$ cat src/rtl/falafel_lsu_arbiter.sv
// Shares one LSU request/response channel between N_REQ requesters, with
// lock sessions that give one requester exclusive use until its UNLOCK returns.

package falafel_lsu_arbiter_pkg;

    typedef enum logic [2:0] {
        LSU_OP_LOAD                    = 3'd0,
        LSU_OP_STORE                   = 3'd1,
        LSU_OP_LOCK                    = 3'd2,
        LSU_OP_UNLOCK                  = 3'd3,
        LSU_OP_EDIT_SIZE_AND_NEXT_ADDR = 3'd4
    } lsu_op_e;

    typedef struct packed {
        logic        val;
        lsu_op_e     lsu_op;
        logic [31:0] addr;
        logic [15:0] size;
    } header_req_t;

    typedef struct packed {
        logic        val;
        logic [31:0] addr;
        logic [15:0] size;
    } header_rsp_t;

endpackage

// state    | meaning
// IDLE     | grant one request (only the owner while a lock session is open)
// ISSUE    | drive the registered request to the LSU until it is accepted
// WAIT_RSP | wait for the LSU response and route it to the owner
module falafel_lsu_arbiter
    import falafel_lsu_arbiter_pkg::*;
#(
    parameter int N_REQ = 2,
    parameter int IDX_W = $clog2(N_REQ)
) (
    input  logic                          clk_i,
    input  logic                          rst_i,
    input  header_req_t [N_REQ-1:0]       req_i,
    output logic        [N_REQ-1:0]       req_rdy_o,
    output header_rsp_t [N_REQ-1:0]       rsp_o,
    output header_req_t                   lsu_req_o,
    input  logic                          lsu_req_rdy_i,
    input  header_rsp_t                   lsu_rsp_i,
    output logic        [IDX_W-1:0]       owner_o,
    output logic                          locked_o,
    output logic                          busy_o,
    output logic                          err_o
);

    typedef enum logic [1:0] {
        IDLE     = 2'd0,
        ISSUE    = 2'd1,
        WAIT_RSP = 2'd2
    } state_e;

    state_e             state_q;
    header_req_t        req_q;
    logic [IDX_W-1:0]   owner_q;
    logic [IDX_W-1:0]   rr_q;
    logic               locked_q;
    logic               err_q;

    logic               win_vld;
    logic [IDX_W-1:0]   win_idx;
    logic [IDX_W-1:0]   scan_idx;
    logic               grant_vld;
    logic [IDX_W-1:0]   grant_idx;
    logic               rsp_fwd;

    function automatic logic [IDX_W-1:0] inc_idx(input logic [IDX_W-1:0] i);
        if (int'(i) == N_REQ - 1) begin
            return '0;
        end
        return i + 1'b1;
    endfunction

    always_comb begin
        win_vld  = 1'b0;
        win_idx  = '0;
        scan_idx = rr_q;
        for (int n = 0; n < N_REQ; n++) begin
            if (!win_vld && req_i[scan_idx].val) begin
                win_vld = 1'b1;
                win_idx = scan_idx;
            end
            scan_idx = inc_idx(scan_idx);
        end
    end

    // While locked, only the owner may be granted; the rr winner is ignored.
    always_comb begin
        req_rdy_o = '0;
        grant_vld = 1'b0;
        grant_idx = win_idx;
        if (state_q == IDLE && !rst_i) begin
            if (locked_q) begin
                if (req_i[owner_q].val) begin
                    grant_vld = 1'b1;
                    grant_idx = owner_q;
                end
            end else if (win_vld) begin
                grant_vld = 1'b1;
                grant_idx = win_idx;
            end
            if (grant_vld) begin
                req_rdy_o[grant_idx] = 1'b1;
            end
        end
    end

    assign rsp_fwd = (state_q == WAIT_RSP) && lsu_rsp_i.val && !rst_i;

    always_comb begin
        rsp_o = '0;
        if (rsp_fwd) begin
            rsp_o[owner_q] = lsu_rsp_i;
        end
    end

    always_ff @(posedge clk_i) begin
        if (rst_i) begin
            state_q  <= IDLE;
            req_q    <= '0;
            owner_q  <= '0;
            rr_q     <= '0;
            locked_q <= 1'b0;
            err_q    <= 1'b0;
        end else begin
            err_q <= 1'b0;
            case (state_q)
                IDLE: begin
                    if (grant_vld) begin
                        req_q   <= req_i[grant_idx];
                        owner_q <= grant_idx;
                        state_q <= ISSUE;
                        if ((req_i[grant_idx].lsu_op == LSU_OP_LOCK && locked_q) ||
                            (req_i[grant_idx].lsu_op == LSU_OP_UNLOCK && !locked_q)) begin
                            err_q <= 1'b1;
                        end
                    end
                end
                ISSUE: begin
                    if (lsu_req_rdy_i) begin
                        req_q.val <= 1'b0;
                        state_q   <= WAIT_RSP;
                    end
                end
                WAIT_RSP: begin
                    if (lsu_rsp_i.val) begin
                        state_q <= IDLE;
                        if (req_q.lsu_op == LSU_OP_LOCK) begin
                            locked_q <= 1'b1;
                        end else if (req_q.lsu_op == LSU_OP_UNLOCK) begin
                            locked_q <= 1'b0;
                            rr_q     <= inc_idx(owner_q);
                        end else if (!locked_q) begin
                            rr_q <= inc_idx(owner_q);
                        end
                    end
                end
                default: state_q <= IDLE;
            endcase
            // A response with nothing outstanding is dropped and flagged.
            if (lsu_rsp_i.val && state_q != WAIT_RSP) begin
                err_q <= 1'b1;
            end
        end
    end

    assign lsu_req_o = req_q;
    assign owner_o   = owner_q;
    assign locked_o  = locked_q;
    assign busy_o    = (state_q != IDLE) || locked_q;
    assign err_o     = err_q;

endmodule
$ cat config.mk
export PLATFORM = sky130hd
export DESIGN_NAME = falafel_lsu_arbiter
export DESIGN_NICKNAME = d
export VERILOG_FILES = /design/src/rtl/falafel_lsu_arbiter.sv
export SDC_FILE = /design/constraint.sdc
export NUM_CORES = 1
export LEC_CHECK = 0
export ABC_AREA = 1
export CORE_AREA = 2 2 120 122
export CTS_CLUSTER_SIZE = 25
export DETAILED_ROUTE_END_ITERATION = 10
export DIE_AREA = 0 0 122 124
export PLACE_DENSITY = 0.66
export SLEW_MARGIN = 40
export SYNTH_ARGS = -nofsm -noshare
export SYNTH_HDL_FRONTEND = slang
export SYNTH_SLANG_ARGS = --single-unit
export TNS_END_PERCENT = 50
$ cat constraint.sdc
create_clock -name clk_i -period 3.25 [get_ports clk_i]
set_clock_uncertainty 0.2 [all_clocks]
set_input_delay 0.325 -clock clk_i [delete_from_list [all_inputs] [get_ports clk_i]]
set_output_delay 0.325 -clock clk_i [all_outputs]
set_load 0.01 [all_outputs]
---- After elaboration in Yosys (flattened, before gate mapping) ----
Index checks and enable logic that the tools add are counted.
storage, ports and cells
  register bits after elaboration ......... 58
  input bits .............................. 156
  output and inout port bits .............. 156
  logic and storage cells ................. 115
cells by class
  $add $sub $neg .......................... 2
  $lt $le $gt $ge ......................... 7
  eq/ne operators ......................... 11
  mux-type cells .......................... 61
  bitwise logic cells ..................... 2
  reduce and logical (&&, ||, !) cells .... 23
operators by type and width
  cell                                                 count
  two-way mux 52 bit                                   9
  bitwise AND 98 bit                                   1
  two-way mux 98 bit                                   1
  demux 49 bit (select 1 bit)                          1
  two-way mux 49 bit                                   1
  two-way mux 1 bit                                    41
  == test 3 x 2 -> 1 bit (second input constant)       4
  < comparator 1 x 2 -> 1 bit (second input constant)  5
  two-way mux 2 bit                                    5
  logical AND 1 bit                                    9
  AND reduction 3 bit                                  3
  != test 2 bit (second input constant)                4
  one-hot mux 2 bit (3 select lines)                   1
  nonzero test 2 bit                                   3
  AND reduction 4 bit                                  1
  logical NOT 1 bit                                    3
  adder 1 bit (second input constant)                  2
  == test 2 x 1 -> 1 bit (second input constant)       1
  == test 2 bit (second input constant)                1
  >= comparator 1 bit (second input constant)          2
  logical NOT 2 bit                                    1
  logical OR 1 bit                                     2
  != test 2 x 1 -> 1 bit (second input constant)       1
  one-hot mux 1 bit (2 select lines)                   1
  3 further kinds                                      3

---- Longest topological paths before layout ----
  word-level depth ........................ 19
  depth in mapped cells ................... 11
  mapped depth without buffers ............ 10

---- Least setup slack after synthesis ----
No wires, ideal clock.
  kind .................................... register to output
  start ................................... register state_q[1]
  end ..................................... output rsp_o[77] in the netlist's numbering
  data arrival time ....................... 1445 ps
  data required time ...................... 2725 ps
  path slack .............................. 1280 ps
  stages on the path, launching flop included .. 9
  buffers on the path ..................... 2
  cells stage by stage .................... dfxtp_1 nand2_1 nor2_2 nand2_1 nor2_1 inv_2 buf_2 buf_2 nor2_1
RTL lines
  what                    line  source
  start, declared         59    state_e state_q;
  start signal, assigned  125   state_q <= IDLE;
  start signal, assigned  138   state_q <= ISSUE;
  start signal, assigned  148   state_q <= WAIT_RSP;
  end, declared           43    output header_rsp_t [N_REQ-1:0] rsp_o,

==> flow_summary.yaml <==
placement:
  dpl_cell_area_sq_um: 6520
  port-buffer-count: 311
  dp_hpwl_mm: 11.8
  dp_cells: 991
  routabilityCongestion: 0.764
timing:
  worstMarginPinSlew_ns: 0.790
  setup_tns_ns: 0
  finalHoldViolations: 0
  final_max_slew_viol_count: 0
  max-slew-margin-rel: 0.472
  rsz0062_at_grt: "no"
  fin_crit_sh: 0.912
  period_minus_slack_ns: 2.96
  setup_viol: 0
  fmax_mhz: 338
synthesis:
  syn_inst: 531
  synth_top_family_by_area: "simple AND/OR/NAND/NOR gates"
  synth_area_sq_um: 3330
  synth-main-ff-cell: "dfxtp_1"
  syn-num-nets: 687
  ys_seq_elements: 58
  synthArstFlopShare: 0
  synthSimpleGateAreaFrac: 0.302
  yosys-top-cells-area: "dfxtp_1 (35%), nor2_1 (15%), inv_1 (8.2%)"
  seq_area_frac_synth: 0.349
  syn_avg_cell_area_sq_um: 6.26
  synthMuxAreaShare: 0
  synth_enable_flop_cells: 0
  synth_warnings: 0
  synth-xor-area-share: 0
  synth_top_area_cell: "dfxtp_1"
  synth_top_area_frac: 0.349
  synthAdderAreaFrac: 0
  yosysUniqueCellTypes: 28
  synth-compound-area-share: 0.197
detailed_routing:
  vias: 4401
  wirelength_mm: 15.2
  firstDrtPassIters: 6
  drt_iter0_markers: 161
  drt-met1-wl_mm: 5.94
  dr_wl_met2_mm: 7.36
  wl_per_cell_um: 15.1
  highest_layer: "met4"
  ant_nets: 0
  drc: 0
  route.met3.wl_mm: 1.64
  viasPerCell: 4.37
floorplan:
  dieWidth_um: 122
  ios: 312
  die-area_sq_um: 15100
  core_area_sq_um: 13700
  rows: 43
  die_h_um: 124
  start_util: 0.242
worst_hold_path:
  hold_path_class: "reg -> reg"
  hold_path_startpoint: "lsu_req_o[44]"
cells_and_area:
  final_common_cell: "clkdlybuf4s50_1"
  drive_above_1_share: 0.0568
  nFillCells: 1377
  area_growth_pct: 105
  design_area_sq_um: 6830
  antennaDiodeCount: 0
  nets: 978
  instances_no_fill: 1007
  final_cell_mix: "clkdlybuf4s50_1 (311), nor2_1 (134), inv_1 (73), dfxtp_1 (58), nand2_1 (53)"
setup_path:
  setup.worst_path.end_class: "primary output"
  start_kind: "input pin"
  rr_startpoint: "locked_o"
  ff2ff_path_depth: 10
  r2r_slack_ns: 1.04
  cp.required_ns: 2.72
  crit_path_start: "lsu_rsp_i[48]"
  criticalPathCategory: "in -> out"
  path_max_fanout: 19
  cp-endpoint: "rsp_o[92]"
  r2r_end: "err_o"
  arrival_ns: 2.44
global_route:
  antenna_found_initial: 0
  grt_pass1_wl_mm: 22.1
  overflow: 0
  grt_pass1_vias: 4103
  grt_usage: 0.190
  grt_max_degree: 71
power:
  vdd_drop_max_v: 0.000219
  pwr_density_cell_nw_per_um2: 399
  p_leak_nw: 2.88
run_status:
  status: "completed"
clock_network:
  holdBufCountCts: 0
  h-tree-depth: 3
  cts.sinks: 58
  numCtsBuffers: 9
  clkTransAtPathRegs_ns: 0.06
  post_cts_buffers: 0
  post_cts_resized: 0
  clock_path_buffers: 2
  cts_tree: "done"
  insertion_delay_ns: 0.32
  cts_root_buf: "clkbuf_16"
job:
  drv_cap: 0
==> state kept, by name, indices dropped and copies added (netlist names) <==
name and count:
err_o 1, locked_o 1, lsu_req_o 52, owner_o 1, rr_q 1, state_q 2
==> kinds of logic after synthesis <==
family,Yosys count
buf+inv,118
flops,58
compound gates,114
simple gates,241
==> layer usage <==
| metal | up-vias | GRT usage |
|---|---|---|
| met3 | 19 | 0.0760 |
| met5 | - | 0 |
| met4 | 0 | 0.0596 |
| met2 | 191 | 0.335 |
| li1 | 2256 | - |
| met1 | 1935 | 0.210 |
==> synthesized netlist by cell type, types with 2 or more instances <==
library cell	count
buf_6	2
nor2_1	134
o21ai_1	31
inv_1	73
dfxtp_1	58
buf_4	3
nand3_2	2
buf_2	16
nor2_2	3
nand2_1	53
nand3_1	46
o211ai_1	2
o21ai_0	39
a31o_2	8
a31o_1	8
a31oi_1	2
inv_2	7
a21oi_1	21
clkbuf_1	14
==> worst min-delay path by stage <==
stage | to | slack, ns | cells after the start
after floorplan | rr_q | 0.26 | 2
after detailed placement | lsu_req_o[8] | 0.27 | 2
final | lsu_req_o[44] | 0.28 | 2
after global placement | lsu_req_o[51] | 0.26 | 2
after global routing | lsu_req_o[11] | 0.30 | 2
after CTS | lsu_req_o[8] | 0.28 | 2
==> critical path: stages <==
cell             delay [ns]
clkdlybuf4s50_1        0.49
inv_1                  0.07
nor2_2                 0.15
nand2_1                0.09
nor2_1                 0.15
inv_2                  0.16
nor2_1                 0.37
clkdlybuf4s50_1        0.63
==> layout make-up <==
| cell class | count | area (sq um) | area share |
|---|---|---|---|
| Clock buffer | 10 | 229 | 0.0335 |
| Clock inverter | 6 | 90.1 | 0.0132 |
| Inverter | 81 | 309 | 0.0452 |
| Multi-Input combinational cell | 355 | 1660 | 0.243 |
| Sequential cell | 58 | 1160 | 0.170 |
| Tap cell | 180 | 225 | 0.0330 |
| Timing Repair Buffer | 317 | 3160 | 0.462 |
==> per-stage QoR <==
step / setup WS, ns / utilization / total power, mW / hold WS [ns]
detailed placement: 0.273 / 0.475 / 1.73 / 0.269
global placement: 0.287 / 0.475 / 1.73 / 0.264
finish: 0.287 / 0.498 / 2.73 / 0.275
floorplan: 1.28 / - / 1.24 / 0.264
global route: 0.117 / 0.498 / 2.88 / 0.300
CTS: 0.251 / 0.498 / 2.77 / 0.277
==> report_power, final <==
group / internal, mW / switching, mW / total, mW
Combinational: 0.462 / 0.364 / 0.826
Sequential: 0.820 / 0.0594 / 0.879
Clock: 0.673 / 0.347 / 1.02
Total: 1.95 / 0.771 / 2.73
No activity file was read; power rests on OpenSTA's default activity.
